--- src/rtl/t03_timer_pkg.sv ---
// Shared types and constants for the tick timer: FSM states, register map and CTRL bit layout.
package t03_timer_pkg;

  typedef enum logic [1:0] {
    IDLE  = 2'd0,
    ARMED = 2'd1,
    DONE  = 2'd2
  } timer_state_t;

  localparam logic [1:0] ADDR_CTRL    = 2'd0;
  localparam logic [1:0] ADDR_COMPARE = 2'd1;
  localparam logic [1:0] ADDR_STATUS  = 2'd2;
  localparam logic [1:0] ADDR_ELAPSED = 2'd3;

  localparam int EN_BIT    = 0;
  localparam int PER_BIT   = 1;
  localparam int IRQEN_BIT = 2;

endpackage

--- src/rtl/t03_tick_edge_detect.sv ---
// Turns the free-running hardware tick count into a one-cycle tick pulse per observed change.
module t03_tick_edge_detect #(
  parameter int WIDTH = 32
) (
  input  logic             clk,
  input  logic             rst,
  input  logic [WIDTH-1:0] tick_count,
  output logic             tick
);

  logic [WIDTH-1:0] prev_tick;
  logic             primed;

  // The first cycle out of reset only captures the count, so no spurious tick.
  always_ff @(posedge clk or negedge rst) begin
    if (!rst) begin
      prev_tick <= '0;
      primed    <= 1'b0;
    end else begin
      prev_tick <= tick_count;
      primed    <= 1'b1;
    end
  end

  assign tick = primed && (tick_count != prev_tick);

endmodule

--- src/rtl/t03_tick_timer.sv ---
// Programmable one-shot/periodic tick timer with a four-register bus port and level interrupt.
module t03_tick_timer
  import t03_timer_pkg::*;
#(
  parameter int WIDTH = 32
) (
  input  logic             clk,
  input  logic             rst,
  input  logic [WIDTH-1:0] tick_count,
  input  logic             wr_en,
  input  logic             rd_en,
  input  logic [1:0]       addr,
  input  logic [WIDTH-1:0] wdata,
  output logic [WIDTH-1:0] rdata,
  output logic             rvalid,
  output logic             irq
);

  timer_state_t     state_q, state_d;
  logic [WIDTH-1:0] compare_q;
  logic [WIDTH-1:0] elapsed_q, elapsed_d, elapsed_inc;
  logic             periodic_q, irq_en_q;
  logic             pending_q, pending_d;
  logic             tick, fire, wr_ctrl;
  logic [WIDTH-1:0] rd_word;

  t03_tick_edge_detect #(.WIDTH(WIDTH)) u_edge (
    .clk       (clk),
    .rst       (rst),
    .tick_count(tick_count),
    .tick      (tick)
  );

  assign wr_ctrl     = wr_en && (addr == ADDR_CTRL);
  assign elapsed_inc = (&elapsed_q) ? elapsed_q : elapsed_q + 1'b1;

  // Tick processing first; a CTRL write then overrides it (disable freezes elapsed,
  // enable from a non-armed state restarts the count).
  always_comb begin
    state_d   = state_q;
    elapsed_d = elapsed_q;
    fire      = 1'b0;
    if (state_q == ARMED && tick) begin
      elapsed_d = elapsed_inc;
      if (compare_q != '0 && elapsed_inc >= compare_q) begin
        fire = 1'b1;
        if (periodic_q) begin
          elapsed_d = '0;
        end else begin
          elapsed_d = compare_q;
          state_d   = DONE;
        end
      end
    end
    if (wr_ctrl) begin
      if (!wdata[EN_BIT]) begin
        state_d   = IDLE;
        elapsed_d = elapsed_q;
        fire      = 1'b0;
      end else if (state_q != ARMED) begin
        state_d   = ARMED;
        elapsed_d = '0;
      end
    end
    pending_d = pending_q;
    if (wr_en && addr == ADDR_STATUS && wdata[0]) pending_d = 1'b0;
    if (fire) pending_d = 1'b1;
  end

  // CTRL.enable is not stored: it reads as "currently armed".
  always_comb begin
    rd_word = '0;
    case (addr)
      ADDR_CTRL: begin
        rd_word[EN_BIT]    = (state_q == ARMED);
        rd_word[PER_BIT]   = periodic_q;
        rd_word[IRQEN_BIT] = irq_en_q;
      end
      ADDR_COMPARE: rd_word = compare_q;
      ADDR_STATUS:  rd_word[0] = pending_q;
      default:      rd_word = elapsed_q;
    endcase
  end

  always_ff @(posedge clk or negedge rst) begin
    if (!rst) begin
      state_q    <= IDLE;
      compare_q  <= '0;
      elapsed_q  <= '0;
      periodic_q <= 1'b0;
      irq_en_q   <= 1'b0;
      pending_q  <= 1'b0;
      rdata      <= '0;
      rvalid     <= 1'b0;
      irq        <= 1'b0;
    end else begin
      state_q   <= state_d;
      elapsed_q <= elapsed_d;
      pending_q <= pending_d;
      if (wr_ctrl) begin
        periodic_q <= wdata[PER_BIT];
        irq_en_q   <= wdata[IRQEN_BIT];
      end
      if (wr_en && addr == ADDR_COMPARE) compare_q <= wdata;
      if (rd_en) rdata <= rd_word;
      rvalid <= rd_en;
      irq    <= pending_q & irq_en_q;
    end
  end

endmodule

--- config.mk ---
export PLATFORM = sky130hd
export DESIGN_NAME = t03_tick_timer
export DESIGN_NICKNAME = d
export VERILOG_FILES = /design/src/rtl/t03_timer_pkg.sv /design/src/rtl/t03_tick_edge_detect.sv /design/src/rtl/t03_tick_timer.sv
export SDC_FILE = /design/constraint.sdc
export NUM_CORES = 1
export LEC_CHECK = 0
export ABC_AREA = 1
export CORE_UTILIZATION = 50
export CTS_CLUSTER_DIAMETER = 200
export CTS_CLUSTER_SIZE = 20
export DETAILED_ROUTE_END_ITERATION = 8
export PLACE_DENSITY = 0.73
export SYNTH_ARGS = -nofsm -noshare
export SYNTH_HDL_FRONTEND = slang
export SYNTH_SLANG_ARGS = --single-unit
--- constraint.sdc ---
create_clock -name clk -period 3.2 [get_ports clk]
set_input_delay 0.64 -clock clk [delete_from_list [all_inputs] [get_ports clk]]
set_output_delay 0.64 -clock clk [all_outputs]
set_load 0.02 [all_outputs]
==> results.ini, run 1 <==
[placed_design]
gp_congestion=0.9353
hpwlAfterDp_mm=16.61
post-place-ws_ns=-0.1346
io_buffers=103

[floorplan]
die_w_um=130.6
core_sq_um=16000
rows=46
dieArea_sq_um=17050
initial_utilization_pct=51.66
num_io_pins=104
fp.dieH_um=130.6

[synthesis]
ys_top_cells_by_count=nand2_1 (354), nor2_1 (176), dfrtp_1 (136)
ys_warn_count=0
syn_area_sq_um=8265
synth_cells=1146
avgSynthCellArea_sq_um=7.212
synthTopCellsByArea=dfrtp_1 (41%), nand2_1 (16%), nor2_1 (8.0%)
synth_top_cell_by_area=dfrtp_1
netlist.area_leader.share_pct=41.17
async_flop_share_pct=100.0
ys_seq_area_share_pct=41.17
synth-edff-count=0
syn_nets=1249
ys_types=39
synth_ff_type=dfrtp_1
synth-seq-cells=136
yosysMostFrequentCell=nand2_1

[sta]
fin_crit_ns=3.407
clock.fmax_mhz=293.5
hold_viol=0
finalClockSkew_ns=0.01095
relSlewSlack_pct=37.15
setup_viol=35
worst_slew_pin_slew_ns=0.9428
setup_tns_ns=-5.772
slew_viol_final=0
rsz0062_at_grt=yes
worst_slack_ns=-0.2067
finalCritPeriodShare_pct=106.5

[cts]
cts_max_path_buffers=2
cts_tree=yes
root_buffer=clkbuf_16
htreeDepth=4
clkTransAtPathRegs_ns=0.06
worstSkewPairLatency_ns=0.44
clock-sinks=136
cts_hold_buf=0
cts_buffers=17

[detailed_routing]
dr_total_vias=8520
wl_per_cell_um=16.35
drt_iter0_drc=687
first_pass_iters=5
drtAntennaViolNets=0
postRouteWirelength_mm=25.57
route.detailed.drc=0
viasPerCell=5.448

[critical_path]
worstRegToRegCells=23
cp_common_cell=nand2_1
end_kind=flip-flop
r2r_slack_ns=-0.21
crit_buf_inv=3
path_cells=nand2_2 > buf_6 > nor3_4 > nand2_2 > nor2_4 > nand3_4 > buf_6 > nand2_2 > ha_4 > a21oi_1 > nand2_1 > nand2_1 > nand2_1 > nor2_2 > nand2_2 > nand2_4 > nand2_8 > nand2_8 > buf_12 > nand3_2 > nand3_2 > nand2_1 > nand2_1
cp_max_fo=7
slowest_delay_ns=0.42
cp_slowest_cell=dfrtp_1
critical_path_class=flip-flop to flip-flop
arrival_ns=3.77
crit_path_start_kind=flip-flop
crit_required_ns=3.57
path_delay_family=simple AND/OR/NAND/NOR gates
cp.depth=23

[run_status]
violations=setup timing
status=finished, violations left

[global_routing]
grt-ovfl-total=0
grt_util_all_layers_pct=29.28
grt_max_degree=58
antenna_found_initial=0
grt_pass1_wl_mm=38.63
grt_pass1_vias=7981

[power_and_ir_drop]
p_leak_uw=0.005655
ir_drop_mv=0.3148
p_per_area_nw_per_um2=468.7

[final_layout]
drive_above_1_share_pct=22.33
area_growth_pct=41.30
nets=1438
fillerInstances=1221
num_antenna_cells=0

[worst_hold_path]
worst_hold_path_type=primary input to asynchronous set/reset pin

[flow_run]
drv_cap=0

## path summary, 6_finish.rpt
path                                 endpoint          from
max in group asynchronous        elapsed_q[1]           rst
min in group clk                          irq      irq_en_q
worst max register to register  elapsed_q[12]  elapsed_q[7]
worst min-delay path                 rdata[9]           rst
worst min register to register            irq      irq_en_q
worst max-delay path            elapsed_q[12]  elapsed_q[7]
## cell usage in the layout (no fill, tap or decap), drive strengths merged, types with 2 or more instances in the layout
master and instances:
a21o 4, a21oi 47, a31oi 30, buf 120, bufinv 2, clkbuf 20, clkdlybuf4s50 101, clkinv 2
dfrtp 136, ha 33, inv 104, nand2 358, nand3 77, nand4 46, nor2 181, nor3 19
o21a 2, o21ai 10, o22ai 2, xnor2 6, xor2 39
## flip-flops by register name, indices dropped and copies added, names as in the netlist
| register | cells |
|---|---|
| u_edge.prev_tick | 32 |
| irq_en_q | 1 |
| rdata | 32 |
| pending_q | 1 |
| state_q | 2 |
| irq | 1 |
| elapsed_q | 32 |
| compare_q | 32 |
| u_edge.primed | 1 |
| periodic_q | 1 |
| rvalid | 1 |
## power breakdown
group | leakage, uW | internal [uW] | switching, uW
clock | 0.000297 | 1180 | 881
combinational | 0.00372 | 594 | 828
sequential | 0.00164 | 1880 | 104
## routing by layer
layer,track usage [%],part of all wire [%],vias up
met2,49.08,49,318
met5,0,0,-
li1,-,-,4083
met1,38.10,43,4069
met4,10.28,2.1,0
met3,5.171,6.4,50
## cell type report
type	instances	area [sq um]	area share [%]
Clock buffer	17	425.4	3.643
Tap cell	216	270.3	2.314
Timing Repair Buffer	224	2095	17.93
Inverter	94	352.8	3.021
Multi-Input combinational cell	862	4949	42.37
Sequential cell	136	3408	29.18
Clock inverter	15	178.9	1.532
## cell families after synthesis
group	synth area share, %
compound gates	7.085
xor+xnor	4.768
fa+ha+maj	4.996
buf+inv	7.115
flops	41.17
other cells	0.04537
simple gates	34.82
## through the flow
stage,util [%],total power (uW),hold WS (ns),area (sq um),cells
2_1_floorplan,-,2684,0.3444,8265,1146
3_3_place_gp,63.76,3169,0.4428,10200,1517
3_5_place_dp,63.76,3206,0.4500,10200,1517
4_1_cts,68.21,5292,0.1903,10910,1551
5_1_grt,72.99,5701,0.2124,11680,1564
6_report,72.99,5474,0.1518,11680,1564
## timing repair
| action | 4_1_cts | 5_1_grt |
|---|---|---|
| resized for setup | 21 | 133 |
| buffers inserted | 1 | 9 |
| gates cloned | 1 | 4 |
| pin swaps | 0 | 72 |
| endpoints found under the setup margin | 34 | 35 |
(Power assumes the default switching activity.)
==> run 2: changes to the inputs <==
--- a/config.mk
+++ b/config.mk
@@ -11,6 +11,7 @@
 export CTS_CLUSTER_SIZE = 20
 export DETAILED_ROUTE_END_ITERATION = 8
 export PLACE_DENSITY = 0.73
+export SKIP_CTS_REPAIR_TIMING = 1
 export SYNTH_ARGS = -nofsm -noshare
 export SYNTH_HDL_FRONTEND = slang
 export SYNTH_SLANG_ARGS = --single-unit
==> constraint.sdc (replaced) <==
create_clock -name clk -period 3.35 [get_ports clk]
set_input_delay 0.67 -clock clk [delete_from_list [all_inputs] [get_ports clk]]
set_output_delay 0.67 -clock clk [all_outputs]
set_load 0.02 [all_outputs]
==> results.ini, run 2 (synthesis results as in run 1) <==
[power_and_ir_drop]
ir_drop_mv=0.3872  ; +23%
p_per_area_nw_per_um2=453.0  ; -3.4%
p_total_uw=4874  ; -11%
p_leak_uw=0.005182  ; -8.4%

[global_routing]
grt_use_met2_pct=44.72  ; -4.4 points
grt_max_degree=108  ; +86%
grtUsageMet1_pct=38.54  ; +0.44 points
grt_util_all_layers_pct=27.91  ; -1.4 points
antenna_found_initial=0  ; unchanged
grt_pass1_wl_mm=36.80  ; -4.7%
grt-ovfl-total=0  ; unchanged
grt_util_met3_pct=4.316  ; -0.86 points
grt_pass1_vias=7399  ; -7.3%
grt-busiest-layer=met2

[detailed_routing]
wl_per_cell_um=15.35  ; -6.1%
first_pass_iters=5  ; unchanged
drt_iter0_drc=639  ; -7.0%
drtAntennaViolNets=0  ; unchanged
route.detailed.drc=0  ; unchanged
viasPerCell=5.334  ; -2.1%
postRouteWirelength_mm=23.12  ; -9.6%
dr_total_vias=8033  ; -5.7%

[critical_path]
path_cells=nand2_1 > nor3_2 > buf_4 > buf_4 > nand2_1 > nor2_4 > xor2_1 > nand2_1 > ha_4 > a21o_1 > nor2_1 > nand2_1 > nor2_2 > nand2_2 > nand2_2 > nand2_4 > nand2_8 > buf_6 > nand3_1 > nand3_1 > nand2_1 > nand2_1
path_delay_family=simple AND/OR/NAND/NOR gates
cp_max_fo=8  ; +1
arrival_ns=3.61  ; -0.16 ns
crit_buf_inv=3  ; unchanged
slowest_delay_ns=0.41  ; about the same
critical_path_class=flip-flop to flip-flop
cp_slowest_cell=dfrtp_1
crit_path_start_kind=flip-flop
crit_required_ns=3.72  ; +0.15 ns
end_kind=flip-flop
cp_common_cell=nand2_1

[floorplan]
dieArea_sq_um=17050  ; unchanged
num_io_pins=104  ; unchanged
die_w_um=130.6  ; unchanged
core_sq_um=16000  ; unchanged
fp.dieH_um=130.6  ; unchanged
rows=46  ; unchanged
initial_utilization_pct=51.66  ; unchanged

[sta]
setup_viol=0  ; -100%
clock.fmax_mhz=308.6  ; +5.1%
setup_tns_ns=0  ; +5.772 ns
hold_viol=0  ; unchanged
relSlewSlack_pct=10.83  ; -26 points
worst_slew_pin_slew_ns=1.338  ; +0.3947 ns
finalClockSkew_ns=0.01002  ; -0.0009360 ns
whs_ns=0.3767  ; +0.2249 ns
slew_viol_final=0  ; unchanged
rsz0062_at_grt=yes
finalCritPeriodShare_pct=96.73  ; -9.7 points
fin_crit_ns=3.240  ; -0.1663 ns

[run_status]
status=finished clean

[cts]
root_buffer=clkbuf_16
clock-sinks=136  ; unchanged
clkTransAtPathRegs_ns=0.07  ; about the same
htreeDepth=4  ; unchanged
cts_max_path_buffers=2  ; unchanged
cts_tree=yes
cts_buffers=17  ; unchanged
worstSkewPairLatency_ns=0.43  ; about the same

[final_layout]
nets=1380  ; -4.0%
area_growth_pct=30.17
mostFrequentLayoutCells=nand2_1 (342), nor2_1 (163), dfrtp_1 (132)
layout_commonest_cell=nand2_1
drive_above_1_share_pct=13.18  ; -9.2 points
num_antenna_cells=0  ; unchanged

[placed_design]
hpwlAfterDp_mm=15.77  ; -5.1%
gp_congestion=0.9481  ; +1.4%
io_buffers=103  ; unchanged

[worst_hold_path]
worst_hold_path_type=primary input to asynchronous set/reset pin

[flow_run]
drv_cap=0  ; unchanged

==> run 2: changes by cell type in the layout (fill, tap and decap cells not counted), sizes merged <==
cell / before / now
bufinv: 2 / 1
clkbuf: 20 / 19
buf: 120 / 63
clkinv: 2 / 3
inv: 104 / 103
clkinvlp: 1 / 2
==> run 2: worst paths after layout <==
path	slack, ns	end	from	depth (start not counted)
worst max-delay path	0.11	elapsed_q[7]	elapsed_q[8]	22
worst min-delay path	0.38	compare_q[10]	rst	1
worst max register to register	0.11	elapsed_q[7]	elapsed_q[8]	22
worst min register to register	0.46	irq	pending_q	2
max in group asynchronous	2.16	u_edge.prev_tick[6]	rst	2
min in group clk	0.46	irq	pending_q	2
==> run 2: power by group <==
| part | internal, uW | leakage, uW | switching [uW] | total, uW |
|---|---|---|---|---|
| Combinational | 431 | 0.00326 | 647 | 1080 |
| Clock | 1050 | 0.000283 | 825 | 1880 |
| Sequential | 1800 | 0.00164 | 120 | 1920 |
| Total | 3280 | 0.00518 | 1590 | 4870 |
==> run 2: cell type report <==
class	instances	area (sq um)
sequential	136	3408
multi-input combinational	862	4539
inverter	94	352.8
tap	216	270.3
fill	1411	5241
clock inverter	15	156.4
clock buffer	17	425.4
timing repair buffer	166	1607
==> run 2: layer usage <==
layer | share of wire [%] | vias up | wire length (um)
met1 | 46 | 3753 | 10640
met3 | 6.1 | 36 | 1405
met5 | 0 | - | 0
li1 | - | 3981 | -
met4 | 1.9 | 0 | 442
met2 | 46 | 263 | 10630
==> run 2: metrics by stage <==
step	cell area, sq um	setup WS, ns	cells	util, %
2_1_floorplan	8265	0.4497	1146	-
3_3_place_gp	9762	-0.07795	1460	61.01
3_5_place_dp	9762	-0.07049	1460	61.01
4_1_cts	10340	-0.1057	1492	64.65
5_1_grt	10760	-0.07712	1506	67.24
6_report	10760	0.1096	1506	67.24
